$ cat src/rtl/mem_access_unit.sv
// LC-3 memory stage: drives MAR/MDR through a req/ack handshake for LD/ST/LDI/STI.
// Define MEM_TIMEOUT_EN to bound the ack wait and report err together with done.
module mem_access_unit #(
    parameter int ADDR_W         = 16,
    parameter int DATA_W         = 16,
    parameter int TIMEOUT_CYCLES = 255
) (
    input  logic              clk,
    input  logic              rst_n,
    input  logic              start,
    input  logic [1:0]        op,
    input  logic [ADDR_W-1:0] eab_addr,
    input  logic [DATA_W-1:0] store_data,
    output logic              busy,
    output logic              done,
    output logic              err,
    output logic [DATA_W-1:0] load_data,
    output logic              mem_req,
    output logic              mem_we,
    output logic [ADDR_W-1:0] mem_addr,
    output logic [DATA_W-1:0] mem_wdata,
    input  logic [DATA_W-1:0] mem_rdata,
    input  logic              mem_ack
);

    typedef enum logic [2:0] {
        S_IDLE,
        S_IND,
        S_GAP,
        S_ACC,
        S_DONE
    } state_e;

    state_e            state_q, state_d;
    logic [ADDR_W-1:0] mar_q, mar_d;
    logic [DATA_W-1:0] mdr_q, mdr_d;
    logic [1:0]        op_q, op_d;
    logic              tmo;

    if (TIMEOUT_CYCLES < 1) begin : g_bad_timeout
        $error("TIMEOUT_CYCLES must be at least 1");
    end

`ifdef MEM_TIMEOUT_EN
    localparam int CW = $clog2(TIMEOUT_CYCLES + 1);

    logic [CW-1:0] cnt_q, cnt_d;
    logic          err_q;

    // Counter is zero whenever req is low, so entry to IND/ACC starts from 0.
    assign cnt_d = (mem_req && !mem_ack) ? cnt_q + 1'b1 : '0;
    assign tmo   = mem_req && !mem_ack && (cnt_q == CW'(TIMEOUT_CYCLES - 1));

    always_ff @(posedge clk or negedge rst_n) begin
        if (!rst_n) begin
            cnt_q <= '0;
            err_q <= 1'b0;
        end else begin
            cnt_q <= cnt_d;
            err_q <= tmo;
        end
    end

    assign err = err_q;
`else
    assign tmo = 1'b0;
    assign err = 1'b0;
`endif

    always_ff @(posedge clk or negedge rst_n) begin
        if (!rst_n) begin
            state_q <= S_IDLE;
            mar_q   <= '0;
            mdr_q   <= '0;
            op_q    <= '0;
        end else begin
            state_q <= state_d;
            mar_q   <= mar_d;
            mdr_q   <= mdr_d;
            op_q    <= op_d;
        end
    end

    always_comb begin
        state_d = state_q;
        mar_d   = mar_q;
        mdr_d   = mdr_q;
        op_d    = op_q;
        unique case (state_q)
            S_IDLE: begin
                if (start) begin
                    mar_d = eab_addr;
                    op_d  = op;
                    if (op[0]) mdr_d = store_data;
                    state_d = op[1] ? S_IND : S_ACC;
                end
            end
            S_IND: begin
                if (mem_ack) begin
                    mar_d   = ADDR_W'(mem_rdata);
                    state_d = S_GAP;
                end else if (tmo) begin
                    state_d = S_DONE;
                end
            end
            S_GAP: state_d = S_ACC;
            S_ACC: begin
                if (mem_ack) begin
                    if (!op_q[0]) mdr_d = mem_rdata;
                    state_d = S_DONE;
                end else if (tmo) begin
                    state_d = S_DONE;
                end
            end
            S_DONE: state_d = S_IDLE;
            default: state_d = S_IDLE;
        endcase
    end

    always_comb begin
        busy    = (state_q != S_IDLE);
        done    = (state_q == S_DONE);
        mem_req = (state_q == S_IND) || (state_q == S_ACC);
        mem_we  = (state_q == S_ACC) && op_q[0];
    end

    assign mem_addr  = mar_q;
    assign mem_wdata = mdr_q;
    assign load_data = mdr_q;

endmodule
$ cat config.mk
export PLATFORM = sky130hd
export DESIGN_NAME = mem_access_unit
export DESIGN_NICKNAME = d
export VERILOG_FILES = /design/src/rtl/mem_access_unit.sv
export SDC_FILE = /design/constraint.sdc
export NUM_CORES = 1
export LEC_CHECK = 0
export CAP_MARGIN = 10
export CORE_MARGIN = 4
export CORE_UTILIZATION = 30
export CTS_CLUSTER_DIAMETER = 60
export DETAILED_ROUTE_END_ITERATION = 16
export RECOVER_POWER = 50
export REMOVE_ABC_BUFFERS = 1
export SLEW_MARGIN = 30
export SYNTH_ARGS = -nofsm -noshare
export SYNTH_HDL_FRONTEND = slang
export SYNTH_SLANG_ARGS = --single-unit
$ cat constraint.sdc
create_clock -name clk -period 2.4 [get_ports clk]
set_input_delay 0.24 -clock clk [delete_from_list [all_inputs] [get_ports clk]]
set_output_delay 0.24 -clock clk [all_outputs]
set_load 0.03 [all_outputs]
== Word-level counts from Yosys, hierarchy flattened ==
Index checks and enable logic that the tools add are counted.

* Shifts and indexed selects: 0
* Add/subtract/negate cells: 0
* Equality and inequality tests: 9
* $lt $le $gt $ge: 0
* Reductions and logical operators: 10
* Bitwise logic cells: 0
* Muxes and demuxes: 13
* Divide/modulo/power cells: 0
* Multipliers: 0

{| class="wikitable"
|+ Operators with widths
! kind !! number
|-
| two-way mux 16 bit || 6
|-
| one-hot mux 16 bit (2 select lines) || 2
|-
| one-hot mux 3 bit (4 select lines) || 1
|-
| inequality test 2 bit (second input constant) || 5
|-
| two-way mux 3 bit || 3
|-
| == test 3 x 2 -> 1 bit (second input constant) || 2
|-
| AND reduction 3 bit || 2
|-
| AND reduction 5 bit || 1
|-
| nonzero test 2 bit || 2
|-
| == test 3 x 1 -> 1 bit (second input constant) || 1
|-
| == test 3 bit (second input constant) || 1
|-
| logical NOT 3 bit || 1
|-
| nonzero test 3 bit || 1
|-
| two-way mux 2 bit || 1
|-
| AND reduction 2 bit || 1
|-
| logical AND 1 bit || 1
|-
| logical OR 1 bit || 1
|}

* Bits in read-only memories: 0
* Latch bits: 0
* Output and inout port bits: 53
* Logic and storage cells: 36
* Bits in writable memories: 0
* Input bits: 54
* Memories: 0
* Bits in registers: 36

== Logic depth before layout (Yosys ltp) ==
Gate-level depths: netlist (run 1).

* Word-level depth: 3
* Mapped depth: 6
* Gate-level depth less buffers: 3

== Worst setup path before layout (run 1) ==
Ideal clock, no wire load.

* Path kind: reg-to-reg
* Start: register state_q[1]
* End: register mar_q[10], in the netlist mem_addr[10]
* Arrival time: 1.589 ns
* Library setup time: 0.125 ns
* Clock period less this slack: 1.714 ns
* Required time: 2.275 ns
* Cell stages (with the launch flop): 6
* Buffers on the path: 2
* Path slack: 0.686 ns
* Cell sequence: dfrtp_1 > buf_4 > nor3b_4 > buf_6 > mux2_1 > mux2_2

* Cells in the longest elaborated chain, start to end: 3
* Elaborated cells between the ends (all ways): 7
* Classes of those cells: 3 x eq/ne; 1 x mux; 3 x reduce/logical

{| class="wikitable"
|+ Ends and longest elaborated chain
! element !! line !! text
|-
| from (decl) || 34 || <nowiki>state_e state_q, state_d;</nowiki>
|-
| from (signal assigned) || 77 || <nowiki>state_q <= state_d;</nowiki>
|-
| == test 3 x 1 -> 1 bit or logical NOT 3 bit (tied branches) || 89 || <nowiki>unique case (state_q)</nowiki>
|-
| inequality test 2 bit (no source line) or nonzero test 2 bit (tied branches) || - ||
|-
| AND reduction 3 bit (no source line) || - ||
|-
| to (signal assigned) || 78 || <nowiki>mar_q <= mar_d;</nowiki>
|-
| to (decl) || 35 || <nowiki>logic [ADDR_W-1:0] mar_q, mar_d;</nowiki>
|}

Several ways; a longest one is shown, not always the timed one.
A chain may end at the register's enable or synchronous reset.

== Final worst setup path (run 1) ==
* Start: register state_q[2]
* End: register mdr_q[1], in the netlist load_data[1]

* Cells in the longest elaborated chain, start to end: 3
* Elaborated cells between the ends (all ways): 9
* Classes of those cells: 5 x eq/ne; 1 x mux; 3 x reduce/logical

{| class="wikitable"
|+ Ends and longest elaborated chain
! element !! line !! text
|-
| == test 3 x 2 -> 1 bit or logical NOT 3 bit (tied branches) || 89 ||
|-
| inequality test 2 bit (no source line) or nonzero test 2 bit (tied branches) || - ||
|-
| AND reduction 5 bit (no source line) || - ||
|-
| to (signal assigned) || 79 || <nowiki>mdr_q <= mdr_d;</nowiki>
|-
| to (decl) || 36 || <nowiki>logic [DATA_W-1:0] mdr_q, mdr_d;</nowiki>
|}

Several ways; a longest one is shown, not always the timed one.

==> run metrics, run 1 <==
final worst-path cycle share=91.1%; overall power=4570 uW; Die Wd=92.0 um; Post-Syn Area=2120 sq um; Warnings, synthesis=0; # diodes=0; clock buffer depth=2; CTS resizes=0; core area=6830 sq um; DP HPWL=4030 um; number of CTS-inserted buffers=5; slew at the pin closest to its max-slew limit=0.918 ns; critical path class=reg -> reg; first-pass GRT wire length=8520 um; crit path launch=state_q[2]; aggregate global-route resource usage=12.9%; Distinct cells, synth=28; Fin Hold WS=0.498 ns; multi-input logic area=977 sq um; Slew Limit Fails=0; hold path startpoint=mem_addr[2]; RePlAce Congestion=0.734; Layout fillers=648; Clock Latency Late Sink=0.28 ns; status=finished clean; Post-Route Setup TNS=0 ns; critical-path cell list=nor4b_1 > o2bb2ai_4 > mux2_2; Max Cap Viol=0; root buffer cell=clkbuf_8; die area=8460 sq um; crit path max fanout=16; # IOs=107; register area share after synthesis=42.6%; CP required=2.56 ns; overflow left after global routing=0; DR iter-0 viols=17; delay-heaviest family, CP=simple AND/OR/NAND/NOR gates; Leakage=0.00130 uW; CTS Sinks=36; #FFs+latches synth=36; top cells by area in the synthesized netlist=dfrtp_1 43%, mux2_2 15%, mux2_4 13%; pwr/cell area=1440 nW/um^2; Synth area leader=dfrtp_1; Rel. slew slack=38.8%; hold buffers post-CTS=0; largest net degree at the start of global routing=37; area delta synth->final=49.8%; via-per-instance ratio=4.40; worst hold path class=reg -> reg; Reg area=901 sq um; Routed WL per cell=15.9 um; share of cells above drive strength 1=25.3%; Buf+Inv Stages, Crit Path=0; H-tree depth=2; Slowest-stage cell, CP=nor4b_1; post-synthesis cell count=147; reg2reg start=state_q[2]; FP Rows=30; crit path DAT=2.35 ns; vias in the first global route=1525; clk slew on worst S/H paths=0.07 ns; syn_area_per_cell=14.4 sq um; clk_skew=0.00369 ns; final wirelength=5300 um; f_max=457 MHz; crit start category=register; instance area at placement=3110 sq um; RSZ-0062 raised after global routing=no; Initial DRT Pass Iterations=4; post-route ant nets=0; Initial Util=31.0%; final setup violation count=0; Worst Setup End Kind=register; IO buf count=105; final instance area=3170 sq um; maximum vdd ir drop=0.000677 V; Layout Nets=293; Die Y=92.0 um; Yosys top cell area share=42.6%; initial antenna violation count=0; largest stage delay on the critical path=0.77 ns; via count=1464; DRC=0; CTS tree=built; minimum clock period=2.19 ns; Hold Fails Final Rpt=0; Post-CTS Setup Repair Bufs=0
[worst register-to-register path, stage by stage (launching register included)]
cell and delay, ns:
dfrtp_1 0.52, nor4b_1 0.77, o2bb2ai_4 0.37, mux2_2 0.41
[state kept, by name, summed over array words and instances, names as in the netlist]
register	flops
load_data	16
mem_addr	16
state_q	3
op_q	1
[kinds of logic after synthesis]
family,Yosys count,synth area share (%)
AO/OA/AOI/OAI,4,2.31
XOR/XNOR,1,0.414
buffers and inverters,26,10.5
flip-flops,36,42.6
multiplexers,65,37.7
other,1,0.177
AND/OR/NAND/NOR,14,6.27
[per-stage QoR]
| step | util, % | std cells | setup WS, ns |
|---|---|---|---|
| 5_1_grt | 46.4 | 333 | 0.0507 |
| 4_1_cts | 46.5 | 332 | 0.144 |
| 3_3_place_gp | 45.5 | 327 | 0.415 |
| 6_report | 46.4 | 333 | 0.214 |
| 2_1_floorplan | - | 122 | 0.524 |
| 3_5_place_dp | 45.5 | 327 | 0.351 |
[final cells by class]
cell class / count / area share, %
Clock buffer: 5 / 2.17
Inverter: 1 / 0.118
Multi-Input combinational cell: 85 / 30.8
Sequential cell: 36 / 28.4
Tap cell: 96 / 3.79
Timing Repair Buffer: 110 / 34.7
[final timing paths]
check	endpoint	slack, ns	cells past startpoint
max	load_data[1]	0.21	3
min	mem_addr[2]	0.50	1
max reg2reg	load_data[1]	0.21	3
min reg2reg	mem_addr[2]	0.50	1
max in group asynchronous	load_data[1]	1.20	2
min in group asynchronous	load_data[3]	0.63	2
[cell usage after synthesis]
cell type,instances
conb_1,1
buf_6,3
nand2_1,1
and2_1,1
nor3_1,1
buf_12,1
nor2_1,2
a221oi_1,1
buf_4,20
o21ai_0,1
nor2b_1,1
nand2b_1,2
and3_1,1
nor3_4,1
nand3b_4,1
mux2i_1,1
nor3b_4,1
mux2_2,28
or3_1,1
xnor2_1,1
dfrtp_1,36
o2bb2ai_4,1
buf_8,1
mux2_4,18
inv_1,1
a211oi_1,1
mux2_1,18
nor4b_4,1
[routing by layer]
layer | vias up | GRT usage (%) | wire length (um)
li1 | 682 | - | -
met1 | 700 | 17.0 | 2490
met2 | 76 | 19.8 | 2280
met3 | 6 | 4.84 | 476
met4 | 0 | 3.34 | 58
met5 | - | 0 | 0
[power breakdown]
group / internal (uW) / switching (uW)
clock: 187 / 198
sequential: 922 / 250
combinational: 1470 / 1550
total: 2580 / 1990
[placed cells by master, fill, tap and decap left out, drive strengths merged]
cell,instances
clkbuf,6
and2,1
mux2,64
clkdlybuf4s50,82
o21ai,1
dfrtp,36
and3,1
o2bb2ai,1
nor4b,1
xnor2,1
nor3,2
nor2b,1
dlygate4sd3,23
conb,1
inv,1
mux2i,1
a221oi,1
nand3b,1
buf,4
nand2b,2
or3,1
nor3b,1
a211oi,1
nor2,2
nand2,1
Note: power is estimated with default switching activity, not from simulation.
==> run 2, diff against run 1 <==
Settings changed: CTS_BUF_LIST set to sky130_fd_sc_hd__clkbuf_8.
==> results of run 2 <==
No change in the layout: final DEF, timing and power equal those of run 1.
==> run 3, diff against run 2 <==
Settings changed: SETUP_SLACK_MARGIN set to 0.3.
==> run 3 against run 2 <==
Effect of this change: sequential power about the same; worst setup slack improved by 0.25 ns; first-iteration DRC count increased by 5.9%; maximum frequency increased by 13%; flip-flop and latch count unchanged; cell count unchanged; clock skew about the same; non-clock buffer count unchanged; worst hold slack about the same; critical path depth decreased by 1; critical endpoint is now mem_req; largest cell class unchanged.
==> run metrics, run 3 (synthesis results as in run 1) <==
Die Y=92.0 um (unchanged); DP HPWL=4030 um (unchanged); Initial Util=31.0% (unchanged); core area=6830 sq um (unchanged); CTS tree=built (unchanged); die area=8460 sq um (unchanged); clk slew on worst S/H paths=0.07 ns (about the same); Reg area=902 sq um (was 901 sq um); instance area at placement=3110 sq um (unchanged); Max Cap Viol=0 (unchanged); Slew Limit Fails=0 (unchanged); Post-CTS Setup Repair Bufs=0 (unchanged); pwr/cell area=1440 nW/um^2 (about the same); Hold Fails Final Rpt=0 (unchanged); first-pass GRT wire length=8520 um (unchanged); Initial DRT Pass Iterations=4 (unchanged); H-tree depth=2 (unchanged); # IOs=107 (unchanged); worst hold path class=reg -> reg (unchanged); Worst Setup End Kind=output pin (was register); Rel. slew slack=38.9% (was 38.8%); FP Rows=30 (unchanged); share of cells above drive strength 1=26.2% (was 25.3%); area delta synth->final=50.7% (was 49.8%); final setup violation count=0 (unchanged); critical-path cell list=nor2b_1 > clkdlybuf4s50_1 (was nor4b_1 > o2bb2ai_4 > mux2_2); post-route ant nets=0 (unchanged); Post-Route Setup TNS=0 ns (unchanged); crit path DAT=1.70 ns (was 2.35 ns); overflow left after global routing=0 (unchanged); clock buffer depth=2 (unchanged); via-per-instance ratio=4.38 (was 4.40); IO buf count=105 (unchanged); Routed WL per cell=15.9 um (about the same); final worst-path cycle share=80.8% (was 91.1%); most common cell after layout, fill and taps aside=clkdlybuf4s50_1 (unchanged); RSZ-0062 raised after global routing=no (unchanged); slew at the pin closest to its max-slew limit=0.917 ns (was 0.918 ns); clk_skew=0.00403 ns (was 0.00369 ns); via count=1460 (was 1464); Layout Nets=293 (unchanged); DR iter-0 viols=18 (was 17); RePlAce Congestion=0.734 (unchanged); DRC=0 (unchanged); Slowest-stage cell, CP=clkdlybuf4s50_1 (was nor4b_1); # diodes=0 (unchanged); critical path class=reg -> out (was reg -> reg); f_max=515 MHz (was 457 MHz); crit path max fanout=9 (was 16); Leakage=0.00133 uW (was 0.00130 uW); CTS Sinks=36 (unchanged); final wirelength=5290 um (was 5300 um); commonest non-fill, non-tap cells in the layout=79 x clkdlybuf4s50_1, 35 x dfrtp_1, 28 x mux2_2 (was 82 x clkdlybuf4s50_1, 36 x dfrtp_1, 28 x mux2_2); Clock Latency Late Sink=0.28 ns (about the same); initial antenna violation count=0 (unchanged); largest stage delay on the critical path=0.69 ns (was 0.77 ns); number of CTS-inserted buffers=5 (unchanged); Layout fillers=649 (was 648); root buffer cell=clkbuf_8 (unchanged); aggregate global-route resource usage=12.9% (unchanged); multi-input logic area=992 sq um (was 977 sq um); CP required=2.16 ns (was 2.56 ns); final core occ=46.7% (was 46.4%); maximum vdd ir drop=0.000677 V (about the same); vias in the first global route=1525 (unchanged); Die Wd=92.0 um (unchanged); crit start category=register (unchanged); final instance area=3190 sq um (was 3170 sq um); status=finished clean (unchanged); largest net degree at the start of global routing=37 (unchanged); minimum clock period=1.94 ns (was 2.19 ns)
==> run 3: changes by cell type in the layout (fill, tap and decap cells not counted) <==
| cell | before | now |
|---|---|---|
| nor4b_1 | 1 | 0 |
| dfrtp_1 | 36 | 35 |
| clkdlybuf4s50_1 | 82 | 79 |
| dlygate4sd2_1 | 0 | 1 |
| dfrtp_2 | 0 | 1 |
| dlymetal6s2s_1 | 0 | 2 |
| nor4b_4 | 0 | 1 |
==> run 3: worst paths after layout <==
check / start / end / slack, ns / cells after the start
max: state_q[2] / mem_req / 0.46 / 2
min: mem_addr[2] / mem_addr[2] / 0.50 / 1
max reg2reg: state_q[1] / load_data[1] / 0.47 / 3
min reg2reg: mem_addr[2] / mem_addr[2] / 0.50 / 1
max in group asynchronous: rst_n / state_q[0] / 1.15 / 2
min in group asynchronous: rst_n / mem_addr[3] / 0.63 / 2
==> run 3: stage by stage <==
stage,hold WS [ns],setup slack [ns],total power (uW),std cells
2_1_floorplan,-0.0556,0.524,3030,122
3_3_place_gp,0.397,0.415,4300,327
3_5_place_dp,0.397,0.351,4330,327
4_1_cts,0.0964,0.306,4730,332
5_1_grt,0.511,0.291,4830,333
6_report,0.499,0.460,4580,333
==> run 3: cell type report <==
type | count | area share, %
multi-input combinational | 85 | 31.1
clock buffer | 5 | 2.16
inverter | 1 | 0.118
tap | 96 | 3.77
sequential | 36 | 28.3
timing repair buffer | 110 | 34.6
==> run 3: repair_timing <==
item	4_1_cts	5_1_grt
gates resized for setup	2	3
cloned	0	0
hold buffers	0	1
endpoints found under the hold margin	0	36
setup endpoints to repair	1	3
==> run 3: power by group <==
group | internal, uW | total, uW | switching, uW
clock | 187 | 387 | 200
combinational | 1470 | 3010 | 1540
sequential | 923 | 1180 | 260
==> run 3: critical path, delay by kind of cell, from the launching register on <==
| family | cells | cell delay (ns) |
|---|---|---|
| buf+inv | 1 | 0.69 |
| simple gates | 1 | 0.20 |
| flops | 1 | 0.53 |
==> run 3: per-layer routing <==
metal | share of wire [%] | track usage (%)
met3 | 8.8 | 4.84
met5 | 0 | 0
met4 | 1.1 | 3.34
met2 | 43 | 19.8
met1 | 47 | 17.0
